## config.mk

```make
export PLATFORM = sky130hd
export DESIGN_NAME = mem_save_arbiter_flat
export DESIGN_NICKNAME = d
export VERILOG_FILES = /design/src/rtl/mem_save_arbiter_if.sv /design/src/rtl/mem_save_arbiter.sv /design/src/flat_wrapper.sv
export SDC_FILE = /design/constraint.sdc
export NUM_CORES = 1
export LEC_CHECK = 0
export CORE_UTILIZATION = 34
export CTS_CLUSTER_SIZE = 25
export DETAILED_ROUTE_END_ITERATION = 12
export GPL_ROUTABILITY_DRIVEN = 0
export PLACE_DENSITY = 0.73
export SLEW_MARGIN = 20
export SYNTH_ARGS = -nofsm -noshare
export SYNTH_HDL_FRONTEND = slang
export SYNTH_SLANG_ARGS = --single-unit
```

## constraint.sdc

```tcl
create_clock -name clk -period 3.2 [get_ports clk]
set_input_delay 0.64 -clock clk [delete_from_list [all_inputs] [get_ports clk]]
set_output_delay 0.64 -clock clk [all_outputs]
set_load 0.05 [all_outputs]
```

## src/rtl/mem_save_arbiter_if.sv

```systemverilog
// Bus bundle between the requesters/memory bank and mem_save_arbiter.
// Carries the requester handshake, the read-response path and the
// save-style memory cell bank wiring (save strobes, value bus, cell outputs).
// Optional feature macro: MEM_ARB_LOCK_EN adds the per-requester req_lock bus.
interface mem_save_arbiter_if #(
    parameter int NREQ  = 4,
    parameter int WIDTH = 8,
    parameter int DEPTH = 4
);
    localparam int AW = (DEPTH > 1) ? $clog2(DEPTH) : 1;

    logic [NREQ-1:0]        req_valid;
    logic [NREQ-1:0]        req_we;
    logic [NREQ*AW-1:0]     req_addr;
    logic [NREQ*WIDTH-1:0]  req_wdata;
    logic [NREQ-1:0]        req_ready;
    logic [NREQ-1:0]        rsp_valid;
    logic [WIDTH-1:0]       rsp_data;
    logic [DEPTH-1:0]       mem_save;
    logic [WIDTH-1:0]       mem_value;
    logic [DEPTH*WIDTH-1:0] mem_out;
`ifdef MEM_ARB_LOCK_EN
    logic [NREQ-1:0]        req_lock;
`endif

    // The master side is the environment: requesters plus the cell bank,
    // which is why it also drives mem_out back to the arbiter.
`ifdef MEM_ARB_LOCK_EN
    modport master (
        output req_valid, req_we, req_addr, req_wdata, req_lock, mem_out,
        input  req_ready, rsp_valid, rsp_data, mem_save, mem_value
    );
    modport slave (
        input  req_valid, req_we, req_addr, req_wdata, req_lock, mem_out,
        output req_ready, rsp_valid, rsp_data, mem_save, mem_value
    );
`else
    modport master (
        output req_valid, req_we, req_addr, req_wdata, mem_out,
        input  req_ready, rsp_valid, rsp_data, mem_save, mem_value
    );
    modport slave (
        input  req_valid, req_we, req_addr, req_wdata, mem_out,
        output req_ready, rsp_valid, rsp_data, mem_save, mem_value
    );
`endif
endinterface

```

## src/rtl/mem_save_arbiter.sv

```systemverilog
// mem_save_arbiter: shares one bank of DEPTH save-style cells among NREQ
// requesters. Round-robin grant, one access per cycle, power-on clear of
// every cell, read latency of one cycle with write-to-read forwarding.
// Optional feature macro: MEM_ARB_LOCK_EN (burst lock via req_lock).
module mem_save_arbiter #(
    parameter int NREQ  = 4,
    parameter int WIDTH = 8,
    parameter int DEPTH = 4
) (
    input logic            clk,
    input logic            rst,
    mem_save_arbiter_if.slave arb
);
    localparam int AW = (DEPTH > 1) ? $clog2(DEPTH) : 1;
    localparam int PW = $clog2(NREQ);

    typedef enum logic {
        CLEAR = 1'b0,
        RUN   = 1'b1
    } state_t;

    state_t             state_q;
    logic [AW-1:0]      clrCnt_q;
    logic [PW-1:0]      rrPtr_q;
    logic [DEPTH-1:0]   memSave_q;
    logic [WIDTH-1:0]   memValue_q;
    logic [NREQ-1:0]    rspValid_q;
    logic [WIDTH-1:0]   rspData_q;
`ifdef MEM_ARB_LOCK_EN
    logic               lockHeld_q;
`endif

    logic               grantFound;
    logic [PW-1:0]      grantIdx;
    logic [NREQ-1:0]    grantVec;
    logic               grantWe;
    logic [AW-1:0]      grantAddr;
    logic [WIDTH-1:0]   grantData;
    logic [WIDTH-1:0]   cellWord;
    logic               bypassHit;

    // Requester slot 'offset' positions after 'base', wrapping at NREQ.
    function automatic logic [PW-1:0] slotAt(input logic [PW-1:0] base, input int offset);
        int s;
        s = int'(base) + offset;
        if (s >= NREQ) s = s - NREQ;
        return PW'(s);
    endfunction

    // Round-robin search: first valid requester at or after rrPtr_q.
    // Only valids are looked at, so the grant never feeds back on itself.
    always_comb begin
        grantFound = 1'b0;
        grantIdx   = '0;
        if (state_q == RUN) begin
            for (int k = 0; k < NREQ; k++) begin
                if (!grantFound && arb.req_valid[slotAt(rrPtr_q, k)]) begin
                    grantFound = 1'b1;
                    grantIdx   = slotAt(rrPtr_q, k);
                end
            end
        end
    end

    assign grantVec  = grantFound ? (NREQ'(1) << grantIdx) : '0;
    assign grantWe   = arb.req_we[grantIdx];
    assign grantAddr = arb.req_addr[grantIdx*AW +: AW];
    assign grantData = arb.req_wdata[grantIdx*WIDTH +: WIDTH];
    assign cellWord  = arb.mem_out[grantAddr*WIDTH +: WIDTH];

    // A write pulse currently on the bus has not reached the cell yet, so a
    // read of the same word this cycle must take the data off the value bus.
    assign bypassHit = memSave_q[grantAddr];

    // While clearing, the save strobe walks across the bank decoded from the
    // clear counter; afterwards it is the registered write pulse.
    assign arb.mem_save  = (state_q == CLEAR) ? (DEPTH'(1) << clrCnt_q) : memSave_q;
    assign arb.mem_value = memValue_q;
    assign arb.req_ready = grantVec;
    assign arb.rsp_valid = rspValid_q;
    assign arb.rsp_data  = rspData_q;

    // Controller FSM: clear sequence, then arbitration with registered
    // write pulses and read responses; reset restarts the clear and drops
    // anything in flight.
    always_ff @(posedge clk) begin
        if (rst) begin
            state_q    <= CLEAR;
            clrCnt_q   <= '0;
            rrPtr_q    <= '0;
            memSave_q  <= '0;
            memValue_q <= '0;
            rspValid_q <= '0;
            rspData_q  <= '0;
`ifdef MEM_ARB_LOCK_EN
            lockHeld_q <= 1'b0;
`endif
        end else begin
            memSave_q  <= '0;
            memValue_q <= '0;
            rspValid_q <= '0;
            rspData_q  <= '0;
            case (state_q)
                CLEAR: begin
                    clrCnt_q <= clrCnt_q + 1'b1;
                    if (clrCnt_q == AW'(DEPTH - 1)) begin
                        state_q <= RUN;
                    end
                end
                RUN: begin
                    if (grantFound) begin
                        if (grantWe) begin
                            memSave_q  <= DEPTH'(1) << grantAddr;
                            memValue_q <= grantData;
                        end else begin
                            rspValid_q <= grantVec;
                            rspData_q  <= bypassHit ? memValue_q : cellWord;
                        end
`ifdef MEM_ARB_LOCK_EN
                        if (arb.req_lock[grantIdx]) begin
                            rrPtr_q    <= grantIdx;
                            lockHeld_q <= 1'b1;
                        end else begin
                            rrPtr_q    <= slotAt(grantIdx, 1);
                            lockHeld_q <= 1'b0;
                        end
                    end else if (lockHeld_q) begin
                        rrPtr_q    <= slotAt(rrPtr_q, 1);
                        lockHeld_q <= 1'b0;
                    end
`else
                        rrPtr_q <= slotAt(grantIdx, 1);
                    end
`endif
                end
                default: begin
                    state_q  <= CLEAR;
                    clrCnt_q <= '0;
                end
            endcase
        end
    end
endmodule
```

## src/flat_wrapper.sv

```systemverilog
// flat-port wrapper written by rule: the top's interface ports become plain ports
module mem_save_arbiter_flat 
#(
    parameter int NREQ  = 4,
    parameter int WIDTH = 8,
    parameter int DEPTH = 4
)
  (clk, rst, arb_req_valid, arb_req_we, arb_req_addr, arb_req_wdata, arb_mem_out, arb_req_ready, arb_rsp_valid, arb_rsp_data, arb_mem_save, arb_mem_value);
  mem_save_arbiter_if #(.NREQ(NREQ), .WIDTH(WIDTH), .DEPTH(DEPTH)) arb_i ();
  input logic clk;
  input logic rst;
  input wire logic [$bits(arb_i.req_valid)-1:0] arb_req_valid;
  input wire logic [$bits(arb_i.req_we)-1:0] arb_req_we;
  input wire logic [$bits(arb_i.req_addr)-1:0] arb_req_addr;
  input wire logic [$bits(arb_i.req_wdata)-1:0] arb_req_wdata;
  input wire logic [$bits(arb_i.mem_out)-1:0] arb_mem_out;
  output wire logic [$bits(arb_i.req_ready)-1:0] arb_req_ready;
  output wire logic [$bits(arb_i.rsp_valid)-1:0] arb_rsp_valid;
  output wire logic [$bits(arb_i.rsp_data)-1:0] arb_rsp_data;
  output wire logic [$bits(arb_i.mem_save)-1:0] arb_mem_save;
  output wire logic [$bits(arb_i.mem_value)-1:0] arb_mem_value;
  assign arb_i.req_valid = arb_req_valid;
  assign arb_i.req_we = arb_req_we;
  assign arb_i.req_addr = arb_req_addr;
  assign arb_i.req_wdata = arb_req_wdata;
  assign arb_i.mem_out = arb_mem_out;
  assign arb_req_ready = arb_i.req_ready;
  assign arb_rsp_valid = arb_i.rsp_valid;
  assign arb_rsp_data = arb_i.rsp_data;
  assign arb_mem_save = arb_i.mem_save;
  assign arb_mem_value = arb_i.mem_value;
  mem_save_arbiter #(.NREQ(NREQ), .WIDTH(WIDTH), .DEPTH(DEPTH)) u_core (.clk(clk), .rst(rst), .arb(arb_i));
endmodule
```

### Word level (Yosys, flattened, before mapping)

Index checks and enable logic that the tools add are counted.

* $add $sub $neg: 10
* bitwise logic cells: 3
* equal/unequal tests: 1
* $lt $le $gt $ge: 11
* shift-type cells: 6
* multiplexer cells: 39
* reduce and logical (&&, ||, !) cells: 9

Operators with widths (count)
* 32-bit by 6-bit variable part select with 8-bit output: 2
* 2-bit two-way mux: 14
* 2-bit by 3-bit less-than comparator with 1-bit output (second input constant): 6
* 1-bit two-way mux: 16
* 1-bit binary-select mux with 2-bit select: 6
* 3-bit greater-or-equal comparator (second input constant): 4
* 1-bit by 2-bit << shifter with 4-bit output (first input constant): 3
* 2-bit by 1-bit subtractor with 2-bit output (second input constant): 5
* 4-bit two-way mux: 2
* 8-bit two-way mux: 1
* 4-bit OR reduction: 2
* 8-bit by 4-bit variable part select with 2-bit output: 1
* 2-bit by 1-bit adder with 3-bit output (second input constant): 2
* 2-bit by 2-bit adder with 3-bit output (second input constant): 2
* 2-bit by 3-bit greater-or-equal comparator with 1-bit output (second input constant): 1
* 1-bit logical AND: 3
* 1-bit zero test: 3
* 1-bit inverter: 3
* 2-bit by 1-bit adder with 2-bit output (second input constant): 1
* 2-bit equality test (second input constant): 1
* 2-bit AND reduction: 1

* register bits after elaboration: 29
* input bits: 82
* output and inout bits: 28
* logic and storage cells: 86

### Logic depth before layout (Yosys ltp)

Gate-level depths: netlist (run 1).

* depth in word-level cells: 23
* gate-level depth with buffers: 11
* gate-level depth less buffers: 8

### Worst setup path after synthesis (run 1)

OpenSTA, ideal clock, no wires.

* path type: input port to output port
* start point: in arb_req_valid[2]
* end point: out arb_req_ready[0]
* arrival time: 2.562 ns
* required time: 2.560 ns
* setup slack: -0.002 ns
* stages: 7
* buffers on the path: 2
* path through: or2_1 -> buf_2 -> o221a_1 -> o221ai_4 -> clkbuf_1 -> ha_1 -> and2_1

* cells in the longest elaborated chain, start to end: 18
* elaborated cells between the ends (all ways): 29
* classes of those cells: 1 x shift; 22 x mux; 6 x reduce/logical

Ends and longest elaborated chain
* start: declaration: line flat_wrapper.sv:12 `input wire logic [$bits(arb_i.req_valid)-1:0] arb_req_valid;`
* 1-bit binary-select mux with 2-bit select: line mem_save_arbiter.sv:57 `if (!grantFound && arb.req_valid[slotAt(rrPtr_q, k)]) begin`
* 1-bit two-way mux (not written as such): line mem_save_arbiter.sv:57
* 1-bit two-way mux: line mem_save_arbiter.sv:57
* 1-bit two-way mux: line mem_save_arbiter.sv:55 `if (state_q == RUN) begin`
* 1-bit zero test: line mem_save_arbiter.sv:57
* 1-bit logical AND: line mem_save_arbiter.sv:57
* 1-bit two-way mux: line mem_save_arbiter.sv:57
* 1-bit two-way mux: line mem_save_arbiter.sv:55
* (+2 left out)
* 1-bit two-way mux: line mem_save_arbiter.sv:57
* 1-bit two-way mux: line mem_save_arbiter.sv:55
* 1-bit zero test: line mem_save_arbiter.sv:57
* 1-bit logical AND: line mem_save_arbiter.sv:57
* 2-bit two-way mux: line mem_save_arbiter.sv:57
* 2-bit two-way mux: line mem_save_arbiter.sv:55
* 1-bit by 2-bit << shifter with 4-bit output: line mem_save_arbiter.sv:65 `assign grantVec = grantFound ? (NREQ'(1) << grantIdx) : '0;`
* 4-bit two-way mux (*): line mem_save_arbiter.sv:65
* end: declaration: line flat_wrapper.sv:17 `output wire logic [$bits(arb_i.req_ready)-1:0] arb_req_ready;`

Every way passes the cells marked *; elsewhere a longest branch is shown, timed or not. The select of a mux whose other input is x is not followed.

### Worst setup path after layout (run 1)

* start point: in arb_req_valid[2]
* end point: out arb_req_ready[1]

Same word-level chain as after synthesis.

==> results.py, run 1 <==
metrics = {
    "placed_design": {
        "dp.final_hpwl_mm": 4.728,
        "portBuffers": 109,
    },
    "synthesis": {
        "synth_area_leaders": "dfxtp_1, mux4_2, and2_1",
        "synthArstFlopShare": 0,
        "yosys.area.top_type": "dfxtp_1",
        "synth.most_common_cell": "dfxtp_1",
        "avgSynthCellArea_um2": 9.378,
        "synth_commonest_cells": "dfxtp_1, nand2_1, a21oi_1",
        "netlist.area_leader.share": 0.3159,
        "synth-main-ff-cell": "dfxtp_1",
        "synth_nets": 286,
        "yosys_register_bits": 29,
        "yosysSeqAreaShare": 0.3159,
        "synthCells": 196,
        "synth_cell_types": 39,
        "syn_area_um2": 1838,
        "yosysWarnings": 0,
        "synth_edf_count": 0,
    },
    "final_layout": {
        "seqCellArea_um2": 580.6,
        "area_growth_pct": 91.01,
        "nets": 428,
        "drive_above_1_share": 0.2478,
        "utilization": 0.6788,
        "multi_input_area_um2": 1232,
        "fill_cells": 406,
        "diodes": 0,
    },
    "worst_hold_path": {
        "hp-class": "flop to flop",
    },
    "pwr": {
        "clockPowerShare": 0.366,
        "swShare": 0.2773,
        "internal_power_mw": 0.9078,
        "power_frac_comb": 0.324,
        "switching_power_mw": 0.3483,
        "pwr-share-seq": 0.310,
        "p_per_area_nw_per_um2": 357.8,
        "p_leak_nw": 1.424,
        "finalPower_mw": 1.256,
        "peakVddDrop_uv": 342.3,
    },
    "critical_path": {
        "crit_chain": "clkdlybuf4s50_1 > or2_4 > buf_6 > o31ai_4 > nor3_2 > buf_4 > ha_1 > and2_2 > buf_12",
        "crit_family": "buffers and inverters",
        "reg2reg_setup_slack_ns": 0.36,
        "critical_path_class": "primary input to output pin",
        "worstPathRequired_ns": 2.56,
        "crit_arrival_ns": 2.49,
        "crit_path_end_kind": "output pin",
        "critPathBufInv": 4,
        "crit_slowest_cell": "clkdlybuf4s50_1",
        "max_stage_delay_ns": 0.43,
        "critPathLaunchType": "primary input",
        "crit_fanout": 3,
    },
    "floorplan": {
        "rows": 26,
        "initial_core_util": 0.3553,
        "io_pins": 110,
        "dieWidth_um": 75.53,
        "dieArea_um2": 5704,
        "core_um2": 5172,
        "die_h_um": 75.53,
    },
    "drt": {
        "via_per_inst": 4.844,
        "drc": 0,
        "wl_per_cell_um": 15.09,
        "wl_mm": 6.170,
        "ant_nets": 0,
        "drtIter0Drc": 92,
        "firstDrtPassIters": 4,
        "vias": 1981,
    },
    "clock_network": {
        "h-tree-depth": 2,
        "cts_sinks": 29,
        "clk_latency_ns": 0.28,
        "clk_path_buf_depth": 2,
        "cts_tree": "yes",
        "clkTransAtPathRegs_ns": 0.07,
        "numCtsBuffers": 5,
        "cts_root_buffer": "clkbuf_8",
    },
    "run_status": {
        "status": "finished clean",
    },
    "global_route": {
        "grt_use_total": 0.2115,
        "gr-total-overflow": 0,
        "antenna_found_initial": 0,
        "grt_first_pass_wirelength_mm": 8.887,
        "grt_max_degree": 11,
        "grt_pass1_vias": 1884,
    },
    "sta": {
        "period_share": 0.9788,
        "drv_slew": 0,
        "fin_skew_ns": 0.009634,
        "worstMarginPinSlew_ns": 0.5533,
        "max_freq_mhz": 319.3,
        "slew_headroom": 0.6206,
        "fin_tns_setup_ns": 0,
        "hold_violations": 0,
        "fin_crit_ns": 3.132,
        "finalSetupViolCount": 0,
    },
    "run": {
        "cap_violations": 0,
    },
}
[path summary, 6_finish.rpt]
check                                           from                                end  cells after the start
hold / removal    u_core.arb.mem_value[5]$_SDFF_PP0_  u_core.arb.rsp_data[5]$_SDFF_PP0_                      2
hold reg to reg   u_core.arb.mem_value[5]$_SDFF_PP0_  u_core.arb.rsp_data[5]$_SDFF_PP0_                      2
setup / recovery                    arb_req_valid[2]                   arb_req_ready[1]                      9
setup reg to reg      u_core.rrPtr_q[1]$_SDFFE_PP0P_  u_core.arb.rsp_data[1]$_SDFF_PP0_                     10
[area by class of cell]
class	count	share of cell area
clock inverter	3	0.01853
sequential	29	0.1654
multi-input combinational	143	0.3510
timing repair buffer	145	0.4056
tap	70	0.02495
clock buffer	5	0.01960
inverter	14	0.01497
[per-stage QoR]
step	instance area (um^2)	cells	hold WS, ns	worst slack, ns
after detailed placement	3239	395	0.4548	-0.3468
after global placement	3239	395	0.4674	-0.1990
after CTS	3427	407	0.4667	-0.01002
after floorplan	1841	196	0.5069	0.04419
after global routing	3511	409	0.4821	-0.009596
final	3511	409	0.4613	0.06785
[worst register-to-register path, stage by stage (launching register included)]
cell,delay (ns)
dfxtp_1,0.50
and4bb_2,0.32
a21o_1,0.19
o221ai_4,0.23
buf_6,0.16
mux2i_4,0.24
buf_4,0.16
mux2i_1,0.08
o2111a_1,0.26
or3b_4,0.46
o22ai_1,0.16
[registers in the layout (all words and copies together) (netlist names)]
register and count:
u_core.arb.mem_value 8, u_core.arb.rsp_data 8, u_core.arb.rsp_valid 4, u_core.clrCnt_q 2, u_core.memSave_q 4, u_core.rrPtr_q 2, u_core.state_q 1
[kinds of logic after synthesis]
family / share of synthesized area
AO/OA/AOI/OAI: 0.1961
AND/OR/NAND/NOR: 0.1654
adder cells (fa/ha/maj): 0.05446
buffers and inverters: 0.05582
flip-flops: 0.3159
multiplexers: 0.2076
XOR/XNOR: 0.004766
[power groups by stage]
| stage | Combinational, mW | Clock, mW | Sequential, mW |
|---|---|---|---|
| floorplan | 0.185 | 0 | 0.401 |
| global placement | 0.382 | 0 | 0.396 |
| detailed placement | 0.389 | 0 | 0.397 |
| CTS | 0.397 | 0.461 | 0.390 |
| global route | 0.436 | 0.485 | 0.392 |
| finish | 0.407 | 0.459 | 0.390 |
[layout by cell type (no fill, tap or decap), types with 3 or more instances in the layout]
| cell | count |
|---|---|
| ha_1 | 6 |
| mux2_2 | 6 |
| dfxtp_1 | 29 |
| nand2b_1 | 3 |
| nor2_1 | 11 |
| nand2_1 | 23 |
| mux4_2 | 8 |
| mux2i_1 | 7 |
| clkdlybuf4s50_1 | 102 |
| inv_1 | 13 |
| a21oi_1 | 19 |
| and2_1 | 13 |
| buf_12 | 4 |
| clkbuf_8 | 5 |
| o22ai_1 | 6 |
| dlymetal6s2s_1 | 3 |
| buf_6 | 4 |
| a22o_1 | 8 |
| buf_4 | 32 |
[layer usage]
layer	share of wire	vias up	global-route usage
met1	0.44	928	0.2691
li1	-	982	-
met3	0.057	8	0.05159
met2	0.49	63	0.3631
met5	0	-	0
met4	0.0092	0	0.04733
[repair_timing]
action	4_1_cts	5_1_grt
resized for setup	5	18
endpoints found under the setup margin	12	12
hold buffers	0	0
pin swaps	3	7
setup buffers	4	2
Power figures use the tool's default switching activity.
==> run 2, diff against run 1 <==
--- a/config.mk
+++ b/config.mk
@@ -6,6 +6,7 @@
 export NUM_CORES = 1
 export LEC_CHECK = 0
 export CORE_UTILIZATION = 34
+export CTS_BUF_LIST = sky130_fd_sc_hd__clkbuf_16
 export CTS_CLUSTER_SIZE = 25
 export DETAILED_ROUTE_END_ITERATION = 12
 export GPL_ROUTABILITY_DRIVEN = 0
==> run 2 against run 1 <==
Effect of this change: via count is 0.71% lower; clock power increased by 32%; critical path type is now flop to output pin; highest routed layer unchanged; critical path depth shrank 1; global-route usage grew 0.46 points.
==> results.py, run 2 (synthesis gave the netlist of run 1 again) <==
metrics = {
    "clock_network": {
        "clk_path_buf_depth": 2,
        "cts_root_buffer": "clkbuf_16",
        "clk_latency_ns": 0.27,
        "cts_sinks": 29,
        "numCtsBuffers": 5,
        "h-tree-depth": 2,
        "cts_tree": "yes",
        "clkTransAtPathRegs_ns": 0.05,
    },
    "final_layout": {
        "area_growth_pct": 92.99,
        "diodes": 0,
        "final_common_cell": "clkdlybuf4s50_1",
        "final_cell_mix": "clkdlybuf4s50_1, buf_4, dfxtp_1",
        "fin_cells": 408,
        "drive_above_1_share": 0.2367,
        "nets": 427,
    },
    "critical_path": {
        "max_stage_delay_ns": 0.50,
        "crit_start": "u_core.rrPtr_q[1]$_SDFFE_PP0P_",
        "crit_fanout": 7,
        "crit_chain": "and4bb_2 > a21o_1 > o221ai_4 > buf_6 > inv_1 > ha_2 > and2_1 > buf_6",
        "crit_family": "flip-flops",
        "crit_arrival_ns": 2.21,
        "regToRegStartpoint": "u_core.rrPtr_q[1]$_SDFFE_PP0P_",
        "worstPathRequired_ns": 2.56,
        "crit_slowest_cell": "dfxtp_1",
        "critPathLaunchType": "flop",
        "critical_path_class": "flop to output pin",
        "crit_top_cell": "buf_6",
        "critPathBufInv": 3,
        "reg2reg_setup_slack_ns": 0.35,
        "crit_path_end_kind": "output pin",
    },
    "drt": {
        "drtIter0Drc": 71,
        "firstDrtPassIters": 6,
        "via_per_inst": 4.821,
        "wl_per_cell_um": 15.15,
        "vias": 1967,
        "ant_nets": 0,
        "drc": 0,
        "wl_mm": 6.180,
    },
    "floorplan": {
        "rows": 26,
        "initial_core_util": 0.3553,
        "io_pins": 110,
        "dieWidth_um": 75.53,
        "die_h_um": 75.53,
        "core_um2": 5172,
        "dieArea_um2": 5704,
    },
    "pwr": {
        "finalPower_mw": 1.399,
        "p_leak_nw": 1.455,
        "peakVddDrop_uv": 321.6,
        "p_per_area_nw_per_um2": 394.5,
    },
    "sta": {
        "rsz0062_at_grt": "false",
        "fin_crit_ns": 2.853,
        "drv_slew": 0,
        "slew_headroom": 0.6357,
        "max_freq_mhz": 350.5,
        "worstMarginPinSlew_ns": 0.5457,
        "period_share": 0.8917,
        "fin_skew_ns": 0.006671,
        "hold_violations": 0,
        "finalSetupViolCount": 0,
    },
    "run_status": {
        "status": "finished clean",
    },
    "global_route": {
        "grt_use_total": 0.2162,
        "grt_first_pass_wirelength_mm": 9.135,
        "grt_pass1_vias": 1926,
        "grt_max_degree": 11,
        "gr-total-overflow": 0,
        "antenna_found_initial": 0,
    },
    "placed_design": {
        "dp.final_hpwl_mm": 4.728,
        "portBuffers": 109,
        "dpl.cell_count": 395,
    },
    "run": {
        "cap_violations": 0,
    },
    "worst_hold_path": {
        "hp-start": "u_core.arb.mem_value[5]$_SDFF_PP0_",
        "hp-class": "flop to flop",
    },
}
## run 2: changes by cell type in the layout (fill, tap and decap cells not counted), sizes merged
cell / delta
buf: -1
clkdlybuf4s50: -1
dlymetal6s2s: +1
## run 2: tightest hold or removal path, stage by stage, from the launching register on
cell	delay, ns
dfxtp_1	0.31
inv_1	0.05
o22ai_1	0.05
## run 2: area by class of cell
class / count / area [um^2]
Clock buffer: 5 / 125.1
Clock inverter: 3 / 65.06
Fill cell: 403 / 1625
Inverter: 14 / 52.55
Multi-Input combinational cell: 143 / 1212
Sequential cell: 29 / 580.6
Tap cell: 70 / 87.58
Timing Repair Buffer: 144 / 1424
## run 2: repair_timing
item / CTS / global route
gates cloned: 0 / 0
endpoints found under the hold margin: 0 / 0
hold buffers: 0 / 0
resized for setup: 6 / 12
buffers inserted: 5 / 0
endpoints found under the setup margin: 12 / 12
pin swaps: 4 / 4
## run 2: final timing paths
check / end / cells past startpoint
max: arb_req_ready[2] / 8
min: u_core.arb.rsp_data[5]$_SDFF_PP0_ / 2
max reg2reg: u_core.arb.rsp_data[7]$_SDFF_PP0_ / 10
min reg2reg: u_core.arb.rsp_data[5]$_SDFF_PP0_ / 2
## run 2: power breakdown
| part | total, mW | switching, mW | internal, mW |
|---|---|---|---|
| registers | 0.391 | 0.0165 | 0.374 |
| logic | 0.404 | 0.181 | 0.223 |
| clock network | 0.605 | 0.161 | 0.444 |
| total | 1.40 | 0.359 | 1.04 |
## run 2: per-layer routing
| metal | share of wire | global-route usage |
|---|---|---|
| met5 | 0 | 0 |
| met4 | 0.0065 | 0.05967 |
| met3 | 0.058 | 0.04894 |
| met2 | 0.50 | 0.3750 |
| met1 | 0.44 | 0.2695 |
## run 2: through the flow
stage          worst slack, ns  utilization  TNS [ns]  cell area, um^2  hold WS, ns
2_1_floorplan          0.04419            -         0             1841       0.5069
3_3_place_gp           -0.1990       0.6263    -1.737             3239       0.4674
3_5_place_dp           -0.3468       0.6263    -3.030             3239       0.4548
4_1_cts               0.004279       0.6778         0             3506       0.4645
5_1_grt                 0.2465       0.6858         0             3547       0.4797
6_report                0.3466       0.6858         0             3547       0.4595
